===== src/rtl/wb_stage.sv =====
// -----------------------------------------------------------------------------
// wb_stage
//
// Writeback stage of the RV32I core. Takes one completed instruction at a
// time from execute over a valid/ready handshake. Non-loads are written back
// on the next cycle. Legal, aligned loads issue a word read to data memory
// and wait for the acknowledge. They then sign- or zero-extend the addressed
// byte or halfword. Illegal or misaligned loads skip memory entirely and
// retire with a fault pulse.
//
// Ports
//   clk, rst          clock; synchronous active-high reset
//   in_valid/in_ready handshake from execute (in_ready = IDLE && !rst)
//   in_rd, in_wb_en   destination register and its write enable
//   in_is_load        instruction is a load; in_result is then the address
//   in_funct3         load type (LB/LH/LW/LBU/LHU)
//   in_result         ALU result or load effective address
//   mem_req/mem_addr  word-aligned data-memory read request
//   mem_ack/mem_rdata read data valid / read data
//   is_write, wb_addr, wb_data   single-cycle register-file write strobe
//   retire            one pulse per completed instruction
//   load_fault        one pulse per illegal or misaligned load
// -----------------------------------------------------------------------------
module wb_stage #(
    parameter int XLEN = 32
) (
    input  logic            clk,
    input  logic            rst,
    input  logic            in_valid,
    output logic            in_ready,
    input  logic [4:0]      in_rd,
    input  logic            in_wb_en,
    input  logic            in_is_load,
    input  logic [2:0]      in_funct3,
    input  logic [XLEN-1:0] in_result,
    output logic            mem_req,
    output logic [XLEN-1:0] mem_addr,
    input  logic            mem_ack,
    input  logic [XLEN-1:0] mem_rdata,
    output logic            is_write,
    output logic [4:0]      wb_addr,
    output logic [XLEN-1:0] wb_data,
    output logic            retire,
    output logic            load_fault
);

    typedef enum logic [1:0] {
        IDLE     = 2'd0,
        MEM_WAIT = 2'd1,
        WRITE    = 2'd2
    } state_e;

    localparam logic [2:0] F3_LB  = 3'b000;
    localparam logic [2:0] F3_LH  = 3'b001;
    localparam logic [2:0] F3_LW  = 3'b010;
    localparam logic [2:0] F3_LBU = 3'b100;
    localparam logic [2:0] F3_LHU = 3'b101;

    state_e            state_q, state_d;
    logic [4:0]        rd_q, rd_d;
    logic              wb_en_q, wb_en_d;
    logic [2:0]        funct3_q, funct3_d;
    logic [1:0]        lo_q, lo_d;        // address byte offset, used for extraction
    logic              fault_q, fault_d;
    logic              mem_req_q, mem_req_d;
    logic [XLEN-1:0]   mem_addr_q, mem_addr_d;
    logic [4:0]        wb_addr_q, wb_addr_d;
    logic [XLEN-1:0]   wb_data_q, wb_data_d;

    logic              load_legal;
    logic              load_misaligned;

    // Pick the addressed byte/halfword out of the read word and extend it.
    function automatic logic [XLEN-1:0] extract(input logic [2:0]      f3,
                                                input logic [1:0]      lo,
                                                input logic [XLEN-1:0] rdata);
        logic [7:0]  b;
        logic [15:0] h;
        case (lo)
            2'd0:    b = rdata[7:0];
            2'd1:    b = rdata[15:8];
            2'd2:    b = rdata[23:16];
            default: b = rdata[31:24];
        endcase
        h = lo[1] ? rdata[31:16] : rdata[15:0];
        case (f3)
            F3_LB:   extract = {{(XLEN-8){b[7]}}, b};
            F3_LBU:  extract = {{(XLEN-8){1'b0}}, b};
            F3_LH:   extract = {{(XLEN-16){h[15]}}, h};
            F3_LHU:  extract = {{(XLEN-16){1'b0}}, h};
            default: extract = rdata;
        endcase
    endfunction

    always_comb begin
        load_legal = (in_funct3 == F3_LB)  || (in_funct3 == F3_LH) ||
                     (in_funct3 == F3_LW)  || (in_funct3 == F3_LBU) ||
                     (in_funct3 == F3_LHU);
        load_misaligned = (((in_funct3 == F3_LH) || (in_funct3 == F3_LHU)) && in_result[0]) ||
                          ((in_funct3 == F3_LW) && (in_result[1:0] != 2'b00));
    end

    assign in_ready = (state_q == IDLE) && !rst;
    assign mem_req  = mem_req_q;
    assign mem_addr = mem_addr_q;
    assign wb_addr  = wb_addr_q;
    assign wb_data  = wb_data_q;

    // NOTE: every signal written here gets a default first, so no path through
    // the case statement leaves one unassigned and infers a latch.
    always_comb begin
        state_d    = state_q;
        rd_d       = rd_q;
        wb_en_d    = wb_en_q;
        funct3_d   = funct3_q;
        lo_d       = lo_q;
        fault_d    = fault_q;
        mem_req_d  = mem_req_q;
        mem_addr_d = mem_addr_q;
        wb_addr_d  = wb_addr_q;
        wb_data_d  = wb_data_q;
        is_write   = 1'b0;
        retire     = 1'b0;
        load_fault = 1'b0;

        case (state_q)
            IDLE: begin
                // mem_ack is deliberately ignored here: a late ack from an
                // abandoned load must not be taken as data.
                if (in_valid && in_ready) begin
                    rd_d     = in_rd;
                    wb_en_d  = in_wb_en;
                    funct3_d = in_funct3;
                    lo_d     = in_result[1:0];
                    if (!in_is_load) begin
                        fault_d   = 1'b0;
                        wb_addr_d = in_rd;
                        wb_data_d = in_result;
                        state_d   = WRITE;
                    end else if (!load_legal || load_misaligned) begin
                        // wb_data keeps its old value; the write is suppressed anyway.
                        fault_d   = 1'b1;
                        wb_addr_d = in_rd;
                        state_d   = WRITE;
                    end else begin
                        fault_d    = 1'b0;
                        mem_req_d  = 1'b1;
                        mem_addr_d = {in_result[XLEN-1:2], 2'b00};
                        state_d    = MEM_WAIT;
                    end
                end
            end
            MEM_WAIT: begin
                if (mem_ack) begin
                    mem_req_d = 1'b0;
                    wb_addr_d = rd_q;
                    wb_data_d = extract(funct3_q, lo_q, mem_rdata);
                    state_d   = WRITE;
                end
            end
            WRITE: begin
                is_write   = wb_en_q && (rd_q != 5'd0) && !fault_q;
                retire     = 1'b1;
                load_fault = fault_q;
                state_d    = IDLE;
            end
            default: state_d = IDLE;
        endcase
    end

    // NOTE: sequential state uses non-blocking assignments so every register
    // samples the pre-edge values, independent of statement order.
    always_ff @(posedge clk) begin
        if (rst) begin
            state_q    <= IDLE;
            rd_q       <= '0;
            wb_en_q    <= 1'b0;
            funct3_q   <= '0;
            lo_q       <= '0;
            fault_q    <= 1'b0;
            mem_req_q  <= 1'b0;
            mem_addr_q <= '0;
            wb_addr_q  <= '0;
            wb_data_q  <= '0;
        end else begin
            state_q    <= state_d;
            rd_q       <= rd_d;
            wb_en_q    <= wb_en_d;
            funct3_q   <= funct3_d;
            lo_q       <= lo_d;
            fault_q    <= fault_d;
            mem_req_q  <= mem_req_d;
            mem_addr_q <= mem_addr_d;
            wb_addr_q  <= wb_addr_d;
            wb_data_q  <= wb_data_d;
        end
    end

endmodule


===== config.mk =====
export PLATFORM = sky130hd
export DESIGN_NAME = wb_stage
export DESIGN_NICKNAME = d
export VERILOG_FILES = /design/src/rtl/wb_stage.sv
export SDC_FILE = /design/constraint.sdc
export NUM_CORES = 1
export LEC_CHECK = 0
export ABC_AREA = 1
export BUFFER_PORTS_ARGS = -buffer_cell sky130_fd_sc_hd__buf_2
export CORE_UTILIZATION = 54
export DETAILED_ROUTE_END_ITERATION = 6
export GPL_ROUTABILITY_DRIVEN = 0
export PLACE_DENSITY = 0.86
export SETUP_SLACK_MARGIN = 0.5
export SLEW_MARGIN = 20
export SYNTH_ARGS = -nofsm -noshare
export SYNTH_HDL_FRONTEND = slang
export SYNTH_SLANG_ARGS = --single-unit

===== constraint.sdc =====
create_clock -name clk -period 3.55 [get_ports clk]
set_input_delay 0 -clock clk [delete_from_list [all_inputs] [get_ports clk]]
set_output_delay 0 -clock clk [all_outputs]
set_load 0.1 [all_outputs]

Yosys cells after proc, flatten, opt, wreduce, memory -nomap -nowiden
Cells that the tools add are included.

RAM bits: 0. Output and inout port bits: 74. Register bits after elaboration: 82. Memories: 0. Bits in read-only memories: 0. Bits in latches: 0. Input bits: 78.

Shifts and indexed selects: 0. Equal/unequal tests: 17. Bitwise operators: 1. Order comparisons: 0. Reductions and logical operators: 29. $mul: 0. Muxes and demuxes: 27. Div/mod/pow operators: 0. Add/subtract/negate cells: 0.

Operators by type and width (number): 32-bit one-hot mux with 4 select lines (1); 32-bit 2-to-1 mux (3); 32-bit one-hot mux with 2 select lines (1); 8-bit one-hot mux with 3 select lines (1); 5-bit 2-to-1 mux (4); 16-bit 2-to-1 mux (1); 3-bit equality test (second input constant) (4); 4-bit AND reduction (3); 5-bit one-hot mux with 2 select lines (1); 1-bit 2-to-1 mux (9); 2-bit 2-to-1 mux (4); 2-bit != test (second input constant) (4); 1-bit logical OR (7); 3-bit by 1-bit equality test with 1-bit output (second input constant) (2); 1-bit logical AND (6); 3-bit zero test (2); 5-bit AND reduction (1); 5-bit nonzero test (1); 2-bit by 1-bit equality test with 1-bit output (second input constant) (2); 2-bit equality test (second input constant) (2); 2-bit zero test (2); 2-bit one-hot mux with 2 select lines (1); 2-bit AND reduction (2); 2-bit nonzero test (2); 6 further kinds (8).

Longest topological paths before layout
Depth after elaboration: 11. Mapped depth: 10. Gate-level depth less buffers: 9.

Least setup slack after synthesis
OpenSTA, ideal clock, no wires.

Path kind: register to output. Start point: reg state_q[1]. End point: out is_write. Data arrival time: 2643 ps. Setup slack: 907 ps. Data required time: 3550 ps. Stages on the path, launching flop included: 5. Buffers on the path: 0. Cells stage by stage: dfxtp_1 inv_1 nor2_1 o2111ai_1 inv_1.

Longest elaborated chain between the ends: 2.

Ends and longest elaborated chain: start: declaration (line 59) `state_e state_q, state_d;`; start signal: assignment (line 186) `state_q <= state_d;`; 2-bit equality test (line 126) `case (state_q)`; 1-bit 2-to-1 mux (line 126); end: declaration (line 40) `output logic is_write,`.

Every way passes these cells.

Worst setup path after layout
Start point: reg state_q[1]. End point: reg state_q[0].

Longest elaborated chain between the ends: 5. Elaborated cells between the ends (all ways): 8. Classes of those cells: eq/ne: 3; mux: 1; reduce/logical: 4.

Ends and longest elaborated chain: 2-bit zero test (line 103, 126); 1-bit logical AND (line 103) `assign in_ready = (state_q == IDLE) && !rst;`; 1-bit logical AND (line 130) `if (in_valid && in_ready) begin`; 2-bit by 1-bit != test with 1-bit output (no line); 2-bit AND reduction (no line).

Parallel ways exist; a longest one is shown, timed or not. A chain may end at the register's enable or synchronous reset.

==> report_table.html <==
<table>
<tr><th>Metric</th><th>Value</th></tr>
<tr><th colspan="2">Run status</th></tr>
<tr><td>Run status</td><td>complete, no violations</td></tr>
<tr><th colspan="2">Layout</th></tr>
<tr><td>Fill count</td><td>579</td></tr>
<tr><td>Antenna Cells</td><td>0</td></tr>
<tr><td>Share of post-route cells with drive strength above 1</td><td>23.1%</td></tr>
<tr><td>Final Net Count</td><td>882</td></tr>
<tr><td>Signed area change from the synthesized netlist to the final layout</td><td>32.6%</td></tr>
<tr><th colspan="2">Synth</th></tr>
<tr><td>Ranking of synthesized cells by instance count</td><td>129 x nand2_1, 99 x nor2_1, 85 x a21oi_1, 82 x dfxtp_1, 65 x o21ai_0</td></tr>
<tr><td>Area share of the largest cell type after synthesis</td><td>approximately two fifths</td></tr>
<tr><td>Netlist Area Pre-Place</td><td>4140 µm²</td></tr>
<tr><td>Post-synth ARST share</td><td>0%</td></tr>
<tr><td>Cells taking the most area after synthesis</td><td>dfxtp_1 40%, nand2_1 12%, a21oi_1 10%</td></tr>
<tr><td>Distinct cells, synth</td><td>31</td></tr>
<tr><td>Cell type with the highest aggregate area in the netlist</td><td>dfxtp_1</td></tr>
<tr><td>Post-synthesis sequential area ratio</td><td>39.6%</td></tr>
<tr><td>Number of warnings issued by yosys</td><td>0</td></tr>
<tr><td>Number of flops mapped to enable cells by yosys</td><td>0</td></tr>
<tr><td>Library cell with the highest instance count after synthesis</td><td>nand2_1</td></tr>
<tr><td>Flip-flop and latch count after synthesis</td><td>82</td></tr>
<tr><td>Mean cell area of the mapped netlist</td><td>6.50 µm²</td></tr>
<tr><td>Syn Inst Count</td><td>~640</td></tr>
<tr><td>Most instantiated flip-flop cell in the synthesis netlist</td><td>dfxtp_1</td></tr>
<tr><th colspan="2">Placement</th></tr>
<tr><td>HPWL after detailed placement</td><td>8300 µm</td></tr>
<tr><td>Port Buf Inserts</td><td>roughly 150</td></tr>
<tr><th colspan="2">Timing</th></tr>
<tr><td>Setup repair after global routing missed its margin</td><td>false</td></tr>
<tr><td>Highest Clock Rate</td><td>435 MHz</td></tr>
<tr><td>Final hold slack</td><td>0.0196 ns</td></tr>
<tr><td>Shortest period the worst path allows</td><td>2.30 ns</td></tr>
<tr><td>Final setup fails</td><td>0</td></tr>
<tr><td>Relative max-transition margin</td><td>52.4%</td></tr>
<tr><td>Hold Fails Final Rpt</td><td>0</td></tr>
<tr><td>Final Max Tran Viols</td><td>0</td></tr>
<tr><td>Final period utilization</td><td>64.8%</td></tr>
<tr><td>TNS Setup</td><td>0 ns</td></tr>
<tr><td>Worst Max-Slew Pin Slew</td><td>0.714 ns</td></tr>
<tr><td>Fin Clk Skew</td><td>between 0.007 and 0.008 ns</td></tr>
<tr><th colspan="2">Clock network</th></tr>
<tr><td>Clock buffer count from CTS</td><td>9</td></tr>
<tr><td>H-tree levels</td><td>3</td></tr>
<tr><td>Clock transition at the registers of the reported paths</td><td>0.08 ns</td></tr>
<tr><td>Number of buffers inserted to repair setup after CTS</td><td>0</td></tr>
<tr><td>Max Root-Sink Buffers</td><td>2</td></tr>
<tr><td>Clock latency of the later-clocked register in the worst-skew pair</td><td>between 0.3 and 0.4 ns</td></tr>
<tr><td>Root buffer cell</td><td>clkbuf_8</td></tr>
<tr><td>TritonCTS clock tree</td><td>yes</td></tr>
<tr><td>Number of sinks driven by the clock tree</td><td>82</td></tr>
<tr><th colspan="2">Run</th></tr>
<tr><td>Number of maximum-capacitance constraint violations</td><td>0</td></tr>
<tr><th colspan="2">Setup path</th></tr>
<tr><td>Critical path launch point type</td><td>flip-flop</td></tr>
<tr><td>Worst endpoint required time</td><td>3.79 ns</td></tr>
<tr><td>Crit. End Element</td><td>flip-flop</td></tr>
<tr><td>Type of the worst setup path</td><td>flip-flop to flip-flop</td></tr>
<tr><td>Crit-path max FO</td><td>55</td></tr>
<tr><td>Arr. time, crit path</td><td>between 2 and 3 ns</td></tr>
<tr><th colspan="2">Route</th></tr>
<tr><td>Vias</td><td>4823</td></tr>
<tr><td>Drt first pass iters</td><td>5</td></tr>
<tr><td>Routed WL per cell</td><td>14.5 µm</td></tr>
<tr><td>Drc violations</td><td>0</td></tr>
<tr><td>Vias per Instance</td><td>5.32</td></tr>
<tr><td>Antenna-violating nets left</td><td>0</td></tr>
<tr><td>Aggregate routed wire length</td><td>13100 µm</td></tr>
<tr><td>Drt first-iter violations</td><td>411</td></tr>
<tr><th colspan="2">Hold path</th></tr>
<tr><td>HP Class</td><td>primary input to flip-flop</td></tr>
<tr><th colspan="2">Power and ir drop</th></tr>
<tr><td>Pwr/cell area</td><td>approximately 450 nW/µm²</td></tr>
<tr><td>Worst supply voltage drop on vdd</td><td>about 280 µV</td></tr>
<tr><td>Internal power contribution</td><td>~1.6 mW</td></tr>
<tr><td>Portion of total power attributed to sequential cells</td><td>40.5%</td></tr>
<tr><td>Part of the total power dissipated in combinational logic</td><td>28.7%</td></tr>
<tr><td>Power dissipated by switching net loads</td><td>0.898 mW</td></tr>
<tr><td>Leakage</td><td>2.79 nW</td></tr>
<tr><td>Clock network power share</td><td>between 30% and 40%</td></tr>
<tr><td>Share of total power consumed by net switching</td><td>roughly 36%</td></tr>
<tr><th colspan="2">Global routing</th></tr>
<tr><td>Vias in the first global route</td><td>~4300</td></tr>
<tr><td>GRT Util Overall</td><td>33.3%</td></tr>
<tr><td>Number of antenna violations at the first check in global routing</td><td>0</td></tr>
<tr><td>Global-route wire length before repair</td><td>20400 µm</td></tr>
<tr><td>Residual overflow from global routing</td><td>0</td></tr>
<tr><td>Largest net degree at the start of global routing</td><td>79</td></tr>
<tr><th colspan="2">Floorplanning</th></tr>
<tr><td>Starting utilization of the core area</td><td>between 50% and 60%</td></tr>
<tr><td>Die Footprint</td><td>about 8000 µm²</td></tr>
<tr><td>I/O Pins</td><td>152</td></tr>
<tr><td>Die extent in x</td><td>89.6 µm</td></tr>
<tr><td>Core Footprint</td><td>7330 µm²</td></tr>
<tr><td>Row cnt</td><td>31</td></tr>
<tr><td>Die height</td><td>89.6 µm</td></tr>
</table>
critical path, stage by stage (launching register included):
cell           delay (ns)
dfxtp_1              0.41
inv_1                0.12
nand2_2              0.10
buf_4                0.48
inv_2                0.30
nand2_1              0.12
a21oi_1              0.07
dlygate4sd3_1        0.57
placed cells by master, fill, tap and decap left out:
master	netlist	routed
buf_2	22	149
nand2_1	129	128
nor2_1	99	99
a21oi_1	85	85
dfxtp_1	82	82
o21ai_0	65	65
inv_1	59	59
dlygate4sd3_1	0	43
nand3_1	32	32
or2_0	13	13
clkbuf_8	0	11
inv_2	7	7
nor3_1	5	5
buf_4	4	5
a21oi_2	2	2
nand3_2	2	2
or2_2	2	2
conb_1	1	2
clkbuf_1	15	2
bufinv_16	0	2
nor2_4	1	1
nand4_1	1	1
o2111ai_1	1	1
nand3_4	1	1
nand2_2	0	1
o21ai_2	1	1
inv_4	1	1
nand4_2	1	1
o21ai_4	1	1
o31ai_1	1	1
a31oi_1	1	1
or2_1	1	1
o211ai_1	1	1
power by group through the flow:
stage          logic [mW]  registers, mW  clock network [mW]
3_5_place_dp        0.660           1.02                   0
5_1_grt             0.757           1.01               0.803
6_report            0.710           1.00               0.760
4_1_cts             0.699           1.00               0.762
3_3_place_gp        0.648           1.02                   0
2_1_floorplan       0.250           1.30                   0
final timing paths:
| check | from | end | slack, ns | cells past startpoint |
|---|---|---|---|---|
| worst max-delay path | state_q[1]$_SDFFE_PP0P_ | state_q[0]$_SDFFE_PP0P_ | 1.25 | 7 |
| worst min-delay path | mem_rdata[1] | wb_data[1]$_SDFFE_PP0P_ | 0.02 | 3 |
| worst max register to register | state_q[1]$_SDFFE_PP0P_ | state_q[0]$_SDFFE_PP0P_ | 1.25 | 7 |
| worst min register to register | mem_addr[12]$_SDFFE_PP0P_ | mem_addr[12]$_SDFFE_PP0P_ | 0.48 | 2 |
kinds of logic after synthesis:
group	count (synthesis)	synth area share, %
AND/OR/NAND/NOR	287	29.2
flip-flops	82	39.6
AO/OA/AOI/OAI	158	19.9
buffers and inverters	110	11.3
other	1	0.0905
through the flow:
step                      area, µm²  util [%]  std cells  power, mW  setup WS (ns)
after detailed placement       4840      66.1        849       1.68           1.54
after global routing           5490      74.9        907       2.57           1.15
final                          5490      74.9        907       2.47           1.25
after global placement         4840      66.1        849       1.67           1.72
after CTS                      5490      74.9        907       2.46           1.38
after floorplan                4150         -        639       1.55          0.907
final cells by class:
class / count / area (µm²) / area share, %
Clock buffer: 13 / 159 / 2.89
Sequential cell: 82 / 1640 / 29.9
Multi-Input combinational cell: 447 / 2040 / 37.2
Tap cell: 99 / 124 / 2.25
Clock inverter: 2 / 60.1 / 1.09
Inverter: 67 / 254 / 4.62
Timing Repair Buffer: 197 / 1210 / 22.1
timing repair:
action / 4_1_cts / 5_1_grt
resized for setup: 0 / 0
hold buffers: 43 / 0
endpoints found under the hold margin: 58 / 0
state kept, by name (all words and copies together), names as in the netlist:
| register | flops |
|---|---|
| wb_data | 32 |
| mem_addr | 30 |
| rd_q | 5 |
| wb_addr | 5 |
| funct3_q | 3 |
| lo_q | 2 |
| state_q | 2 |
| fault_q | 1 |
| mem_req | 1 |
| wb_en_q | 1 |
routing by layer:
metal  vias up  part of all wire [%]  wire length, µm  global-route usage, %
met5         -                     0                0                      0
met4         0                   3.1              402                   13.3
met3        38                   7.7             1020                   5.21
met2       260                    50             6590                   58.0
met1      2164                    39             5140                   41.1
li1       2361                     -                -                      -
Power figures use the tool's default switching activity.
